## src/rtl/hazard_stall_unit_if.sv

```systemverilog
// Hazard/stall control bus between the pipeline datapath and hazard_stall_unit.
// Optional statistics outputs exist only when HAZARD_STATS_EN is defined.
interface hazard_stall_unit_if;
    logic [4:0]  IF_ID_rs;
    logic [4:0]  IF_ID_rt;
    logic        IF_ID_useRt;
    logic [4:0]  ID_EX_rt;
    logic        ID_EX_memRead;
    logic        branchTaken_E;
    logic        md_start_E;
    logic        stallF;
    logic        stallD;
    logic        stallE;
    logic        flushD;
    logic        flushE;
    logic        flushM;
    logic        md_busy;
    logic        md_done;
`ifdef HAZARD_STATS_EN
    logic [31:0] lu_stall_cnt;
    logic [31:0] md_stall_cnt;
    logic [31:0] flush_cnt;

    modport master (
        output IF_ID_rs, IF_ID_rt, IF_ID_useRt, ID_EX_rt, ID_EX_memRead,
        output branchTaken_E, md_start_E,
        input  stallF, stallD, stallE, flushD, flushE, flushM,
        input  md_busy, md_done,
        input  lu_stall_cnt, md_stall_cnt, flush_cnt
    );

    modport slave (
        input  IF_ID_rs, IF_ID_rt, IF_ID_useRt, ID_EX_rt, ID_EX_memRead,
        input  branchTaken_E, md_start_E,
        output stallF, stallD, stallE, flushD, flushE, flushM,
        output md_busy, md_done,
        output lu_stall_cnt, md_stall_cnt, flush_cnt
    );
`else
    modport master (
        output IF_ID_rs, IF_ID_rt, IF_ID_useRt, ID_EX_rt, ID_EX_memRead,
        output branchTaken_E, md_start_E,
        input  stallF, stallD, stallE, flushD, flushE, flushM,
        input  md_busy, md_done
    );

    modport slave (
        input  IF_ID_rs, IF_ID_rt, IF_ID_useRt, ID_EX_rt, ID_EX_memRead,
        input  branchTaken_E, md_start_E,
        output stallF, stallD, stallE, flushD, flushE, flushM,
        output md_busy, md_done
    );
`endif
endinterface

```

## src/rtl/hazard_stall_unit.sv

```systemverilog
// Load-use / taken-branch / multi-cycle MUL-DIV stall and flush control.
// Optional macro HAZARD_STATS_EN adds saturating 32-bit event counters.
module hazard_stall_unit #(
    parameter int MD_LATENCY = 4,
    parameter int CNT_W      = 4
) (
    input  logic              clk,
    input  logic              reset,
    hazard_stall_unit_if.slave bus
);

    if (MD_LATENCY < 2) begin : g_chk_lat
        $error("MD_LATENCY must be >= 2");
    end
    if ((2 ** CNT_W) <= MD_LATENCY) begin : g_chk_cnt
        $error("CNT_W too narrow for MD_LATENCY");
    end

    typedef enum logic {IDLE, BUSY} state_t;

    state_t           r_state;
    logic [CNT_W-1:0] r_cnt;

    logic w_lu;
    logic w_br;
    logic w_md_stall;
    logic w_md_done;
    logic w_md_busy;

    assign w_lu = bus.ID_EX_memRead && (bus.ID_EX_rt != 5'd0) &&
                  ((bus.ID_EX_rt == bus.IF_ID_rs) ||
                   (bus.IF_ID_useRt && (bus.ID_EX_rt == bus.IF_ID_rt)));

    assign w_br = bus.branchTaken_E;

    // md_start_E only matters in IDLE; in BUSY it is the same instruction.
    assign w_md_stall = ((r_state == IDLE) && bus.md_start_E) ||
                        ((r_state == BUSY) && (r_cnt > CNT_W'(1)));
    assign w_md_done  = (r_state == BUSY) && (r_cnt == CNT_W'(1));
    assign w_md_busy  = ((r_state == IDLE) && bus.md_start_E) ||
                        (r_state == BUSY);

    // Priority: MD stall holds everything, then branch flush, then load-use.
    always_comb begin
        bus.stallF  = w_md_stall || (!w_br && w_lu);
        bus.stallD  = w_md_stall || (!w_br && w_lu);
        bus.stallE  = w_md_stall;
        bus.flushD  = !w_md_stall && w_br;
        bus.flushE  = !w_md_stall && (w_br || w_lu);
        bus.flushM  = w_md_stall;
        bus.md_busy = w_md_busy;
        bus.md_done = w_md_done;
    end

    // MD residency FSM: counts down the remaining EX cycles.
    always_ff @(posedge clk or posedge reset) begin
        if (reset) begin
            r_state <= IDLE;
            r_cnt   <= '0;
        end else begin
            unique case (r_state)
                IDLE: begin
                    if (bus.md_start_E) begin
                        r_state <= BUSY;
                        r_cnt   <= CNT_W'(MD_LATENCY - 1);
                    end
                end
                BUSY: begin
                    if (r_cnt > CNT_W'(1)) begin
                        r_cnt <= r_cnt - CNT_W'(1);
                    end else begin
                        r_state <= IDLE;
                        r_cnt   <= '0;
                    end
                end
                default: begin
                    r_state <= IDLE;
                    r_cnt   <= '0;
                end
            endcase
        end
    end

`ifdef HAZARD_STATS_EN
    logic [31:0] r_lu_cnt;
    logic [31:0] r_md_cnt;
    logic [31:0] r_fl_cnt;
    logic        w_lu_ev;
    logic        w_fl_ev;

    assign w_lu_ev = w_lu && !w_br && !w_md_stall;
    assign w_fl_ev = w_br && !w_md_stall;

    // Saturating counters of cycles each hazard class drove the controls.
    always_ff @(posedge clk or posedge reset) begin
        if (reset) begin
            r_lu_cnt <= '0;
            r_md_cnt <= '0;
            r_fl_cnt <= '0;
        end else begin
            if (w_lu_ev && (r_lu_cnt != '1)) r_lu_cnt <= r_lu_cnt + 32'd1;
            if (w_md_stall && (r_md_cnt != '1)) r_md_cnt <= r_md_cnt + 32'd1;
            if (w_fl_ev && (r_fl_cnt != '1)) r_fl_cnt <= r_fl_cnt + 32'd1;
        end
    end

    assign bus.lu_stall_cnt = r_lu_cnt;
    assign bus.md_stall_cnt = r_md_cnt;
    assign bus.flush_cnt    = r_fl_cnt;
`endif

endmodule

```

## src/flat_wrapper.sv

```systemverilog
// flat-port wrapper written by rule: the top's interface ports become plain ports
module hazard_stall_unit_flat 
#(
    parameter int MD_LATENCY = 4,
    parameter int CNT_W      = 4
)
  (clk, reset, bus_IF_ID_rs, bus_IF_ID_rt, bus_IF_ID_useRt, bus_ID_EX_rt, bus_ID_EX_memRead, bus_branchTaken_E, bus_md_start_E, bus_stallF, bus_stallD, bus_stallE, bus_flushD, bus_flushE, bus_flushM, bus_md_busy, bus_md_done);
  hazard_stall_unit_if bus_i ();
  input  logic clk;
  input  logic reset;
  input wire logic [$bits(bus_i.IF_ID_rs)-1:0] bus_IF_ID_rs;
  input wire logic [$bits(bus_i.IF_ID_rt)-1:0] bus_IF_ID_rt;
  input wire logic [$bits(bus_i.IF_ID_useRt)-1:0] bus_IF_ID_useRt;
  input wire logic [$bits(bus_i.ID_EX_rt)-1:0] bus_ID_EX_rt;
  input wire logic [$bits(bus_i.ID_EX_memRead)-1:0] bus_ID_EX_memRead;
  input wire logic [$bits(bus_i.branchTaken_E)-1:0] bus_branchTaken_E;
  input wire logic [$bits(bus_i.md_start_E)-1:0] bus_md_start_E;
  output wire logic [$bits(bus_i.stallF)-1:0] bus_stallF;
  output wire logic [$bits(bus_i.stallD)-1:0] bus_stallD;
  output wire logic [$bits(bus_i.stallE)-1:0] bus_stallE;
  output wire logic [$bits(bus_i.flushD)-1:0] bus_flushD;
  output wire logic [$bits(bus_i.flushE)-1:0] bus_flushE;
  output wire logic [$bits(bus_i.flushM)-1:0] bus_flushM;
  output wire logic [$bits(bus_i.md_busy)-1:0] bus_md_busy;
  output wire logic [$bits(bus_i.md_done)-1:0] bus_md_done;
  assign bus_i.IF_ID_rs = bus_IF_ID_rs;
  assign bus_i.IF_ID_rt = bus_IF_ID_rt;
  assign bus_i.IF_ID_useRt = bus_IF_ID_useRt;
  assign bus_i.ID_EX_rt = bus_ID_EX_rt;
  assign bus_i.ID_EX_memRead = bus_ID_EX_memRead;
  assign bus_i.branchTaken_E = bus_branchTaken_E;
  assign bus_i.md_start_E = bus_md_start_E;
  assign bus_stallF = bus_i.stallF;
  assign bus_stallD = bus_i.stallD;
  assign bus_stallE = bus_i.stallE;
  assign bus_flushD = bus_i.flushD;
  assign bus_flushE = bus_i.flushE;
  assign bus_flushM = bus_i.flushM;
  assign bus_md_busy = bus_i.md_busy;
  assign bus_md_done = bus_i.md_done;
  hazard_stall_unit #(.MD_LATENCY(MD_LATENCY), .CNT_W(CNT_W)) u_core (.clk(clk), .reset(reset), .bus(bus_i));
endmodule
```

## config.mk

```make
export PLATFORM = sky130hd
export DESIGN_NAME = hazard_stall_unit_flat
export DESIGN_NICKNAME = d
export VERILOG_FILES = /design/src/rtl/hazard_stall_unit_if.sv /design/src/rtl/hazard_stall_unit.sv /design/src/flat_wrapper.sv
export SDC_FILE = /design/constraint.sdc
export NUM_CORES = 1
export LEC_CHECK = 0
export CORE_MARGIN = 2
export CORE_UTILIZATION = 30
export DETAILED_ROUTE_END_ITERATION = 16
export PLACE_DENSITY = 0.68
export SLEW_MARGIN = 5
export SYNTH_ARGS = -nofsm -noshare
export SYNTH_HDL_FRONTEND = slang
export SYNTH_SLANG_ARGS = --single-unit
```

## constraint.sdc

```tcl
create_clock -name clk -period 1.6 [get_ports clk]
set_input_delay 0.32 -clock clk [delete_from_list [all_inputs] [get_ports clk]]
set_output_delay 0.32 -clock clk [all_outputs]
set_load 0.01 [all_outputs]
```

==> results.txt <==
Outcome: complete, but fails checks
Failing checks: negative setup slack
DP Area: 881 um^2
Crit path buffers/inverters: 4
Crit path required time: 1.28 ns
Die H: 42.3 um
First-pass GRT wire length: 2.31 mm
Max Slew Vio Count: 0
P&R area growth vs syn: 123%
Relative slew slack: 70.2%
Antenna-violating nets left: 0
Slew @ Worst Pin: 0.443 ns
DR WL/cell: 12.7 um
Max-cap viol count: 0
Synth Area per Inst: 8.61 um^2
Initial Util: 32.9%
Post-layout nets: 125
CTS root buffer: clkbuf_4
Min-Delay Path Class: input port to asynchronous set/reset pin
Clk buf depth: 2
M1 GR Usage: 19.8%
Post-route DRC: 0
CP top delay family: buffers and inverters
Placeable Area: 1330 um^2
Placement Setup Slack: -1.04 ns
CP dominant cell by count: inv_2
Post-synthesis cell type count: 22
Mapped Cells: 51
Io pins: 29
Setup slack, reg-to-reg: 0.07 ns
Pin count of the biggest net entering global routing: 6
Crit share post-route: 122%
Worst Setup Path Type: flop to primary output
CP peak stage delay: 0.38 ns
Final GP Congestion: 0.730
Slowest cell on the critical path: dfrtp_1
Antenna diode count: 0
Die area: 1790 um^2
Horiz. Die Dim: 42.3 um
H-Tree Level Count: 1
Max Clk Rate: 514 MHz
GRT met2 Usage: 30.8%
P_leak: 0.479 nW
DRT iter0 DRCs: 2
Final Hold Viols: 0
CTS tree: done
Worst Path Max Fanout: 3
Fin area: 980 um^2
Final non-filler cell total: 116
Clock transition at the registers of the reported paths: 0.04 ns
Final WS setup: -0.345 ns
DR vias/cell: 4.79
PD cells: 1640 nW/um^2
Gr usage total: 17.2%
GRT Max-Usage Layer: met2
Met3 Usage GRT: 1.72%
Fillers: 105
Seq/Total Area, Yosys: 28.5%
Worst path cell trace: inv_2, ha_4, o21bai_4, o22ai_4, inv_2, buf_6, o31ai_4, buf_2
Number of global-route vias before repair: 564
Worst-Skew Late Latency: 0.24 ns
Via count: 556
Initial antenna violation count: 0
Num CTS Buffers: 3
Initial DRT Pass Iterations: 2
# rows: 13
Setup violations, final: 6
Post-placement cell count: 107
Tmin final: 1.95 ns
Proportion of layout cells with a drive suffix above 1: 57.4%
Net Count, Synth: 74
DP HPWL: 1.15 mm
CTS Sinks: 5
Synth warnings: 0
Post-Route Skew: 0.00271 ns
Port Buffer Count: 28
Kind of start point of the critical path: flop
CP arrival: 1.63 ns
Syn Std Cell Area: 439 um^2
RSZ-0062 raised after global routing: true
Total Routed Length: 1.47 mm
Seq cells post-synth: 5
Grt total ovfl: 0
Maximum vdd ir drop: 1200 uV
Setup TNS: -1.42 ns
CP Capture Type: primary output
==> cell families (layout without fill, tap and decap cells) <==
| group | count (synthesis) | after routing | synth area share (%) |
|---|---|---|---|
| buffers and inverters | 8 | 58 | 8.55 |
| flip-flops | 5 | 5 | 28.5 |
| AO/OA/AOI/OAI | 13 | 13 | 19.9 |
| XOR/XNOR | 10 | 10 | 19.9 |
| AND/OR/NAND/NOR | 13 | 13 | 17.4 |
| adder cells (fa/ha/maj) | 2 | 2 | 5.70 |
==> sequential cells by signal, summed over array words and instances, names as in the netlist <==
signal and flops:
u_core.r_cnt 4, u_core.r_state 1
==> repair_timing <==
item                                    CTS  global route
hold buffers                              0             0
setup buffers                             6             0
resized for setup                        70            19
pin swaps                                14            10
endpoints found under the hold margin     0             0
endpoints found under the setup margin    8             9
==> worst reg2reg max path, stage by stage (launching register included) <==
cell and delay, ns:
dfrtp_1 0.38, inv_2 0.11, ha_4 0.15, o21bai_4 0.08, o21ai_0 0.38, o21ai_0 0.14
o2bb2ai_1 0.15
==> synthesized netlist by cell type, drive strengths merged <==
library cell  n  share of area, %
xor2          9                18
inv           6               5.1
dfrtp         5                28
nor2          4               3.4
nand2b        3               4.3
o21ai         3               3.4
o22ai         3               4.3
buf           2               3.4
ha            2               5.7
o31ai         2               3.4
a21oi         1               1.1
a32oi         1               2.0
nand2         1              0.85
nor3          1               1.1
nor3b         1               1.7
nor4          1               2.8
o21bai        1               1.7
o2bb2ai       1               2.0
o41ai         1               2.0
or3           1               1.4
or4           1               1.7
xnor2         1               2.0
==> metrics by stage <==
| stage | power (mW) | util (%) | hold WS (ns) |
|---|---|---|---|
| floorplan | 0.716 | - | 0.0985 |
| global placement | 1.22 | 66.0 | 0.525 |
| detailed placement | 1.25 | 66.0 | 0.542 |
| CTS | 1.63 | 74.9 | 0.282 |
| global route | 1.74 | 73.5 | 0.309 |
| finish | 1.61 | 73.5 | 0.286 |
==> placed cells by master, fill, tap and decap left out, drive strengths merged <==
| master | instances |
|---|---|
| inv | 6 |
| xnor2 | 1 |
| or4 | 1 |
| ha | 2 |
| a32oi | 1 |
| nand2b | 3 |
| o22ai | 3 |
| o21ai | 3 |
| o21bai | 1 |
| dlymetal6s2s | 4 |
| nor3 | 1 |
| xor2 | 9 |
| or3 | 1 |
| nor4 | 1 |
| o2bb2ai | 1 |
| clkbuf | 11 |
| o31ai | 2 |
| nand2 | 1 |
| a21oi | 1 |
| nor2 | 4 |
| clkdlybuf4s15 | 2 |
| dfrtp | 5 |
| buf | 28 |
| o41ai | 1 |
| clkdlybuf4s50 | 4 |
| nor3b | 1 |
| dlygate4sd2 | 3 |
==> area by class of cell <==
type	count	area, um^2	share of cell area (%)
inverter	6	22.5	2.30
sequential	5	128	13.0
tap	15	18.8	1.92
timing repair buffer	48	388	39.6
clock buffer	4	26.3	2.68
multi-input combinational	38	397	40.5
==> report_power, final <==
part           switching (mW)  internal, mW
combinational           0.532         0.685
clock                  0.0464        0.0940
sequential             0.0596         0.189
total                   0.638         0.968
==> final timing paths <==
path | from | to | depth (start not counted)
setup / recovery | u_core.r_cnt[1] | bus_flushE | 8
setup reg to reg | u_core.r_cnt[1] | u_core.r_cnt[2] | 6
min in group clk | u_core.r_cnt[3] | u_core.r_cnt[3] | 3
hold reg to reg | u_core.r_cnt[3] | u_core.r_cnt[3] | 3
hold / removal | reset | u_core.r_cnt[3] | 2
max in group asynchronous | reset | u_core.r_cnt[0] | 2
==> routing by layer <==
layer / part of all wire, % / wire length, um
met4: 0.95 / 14
met3: 3.7 / 55
met2: 54 / 788
met1: 41 / 609
met5: 0 / 0
Note: power is estimated with default switching activity, not from simulation.
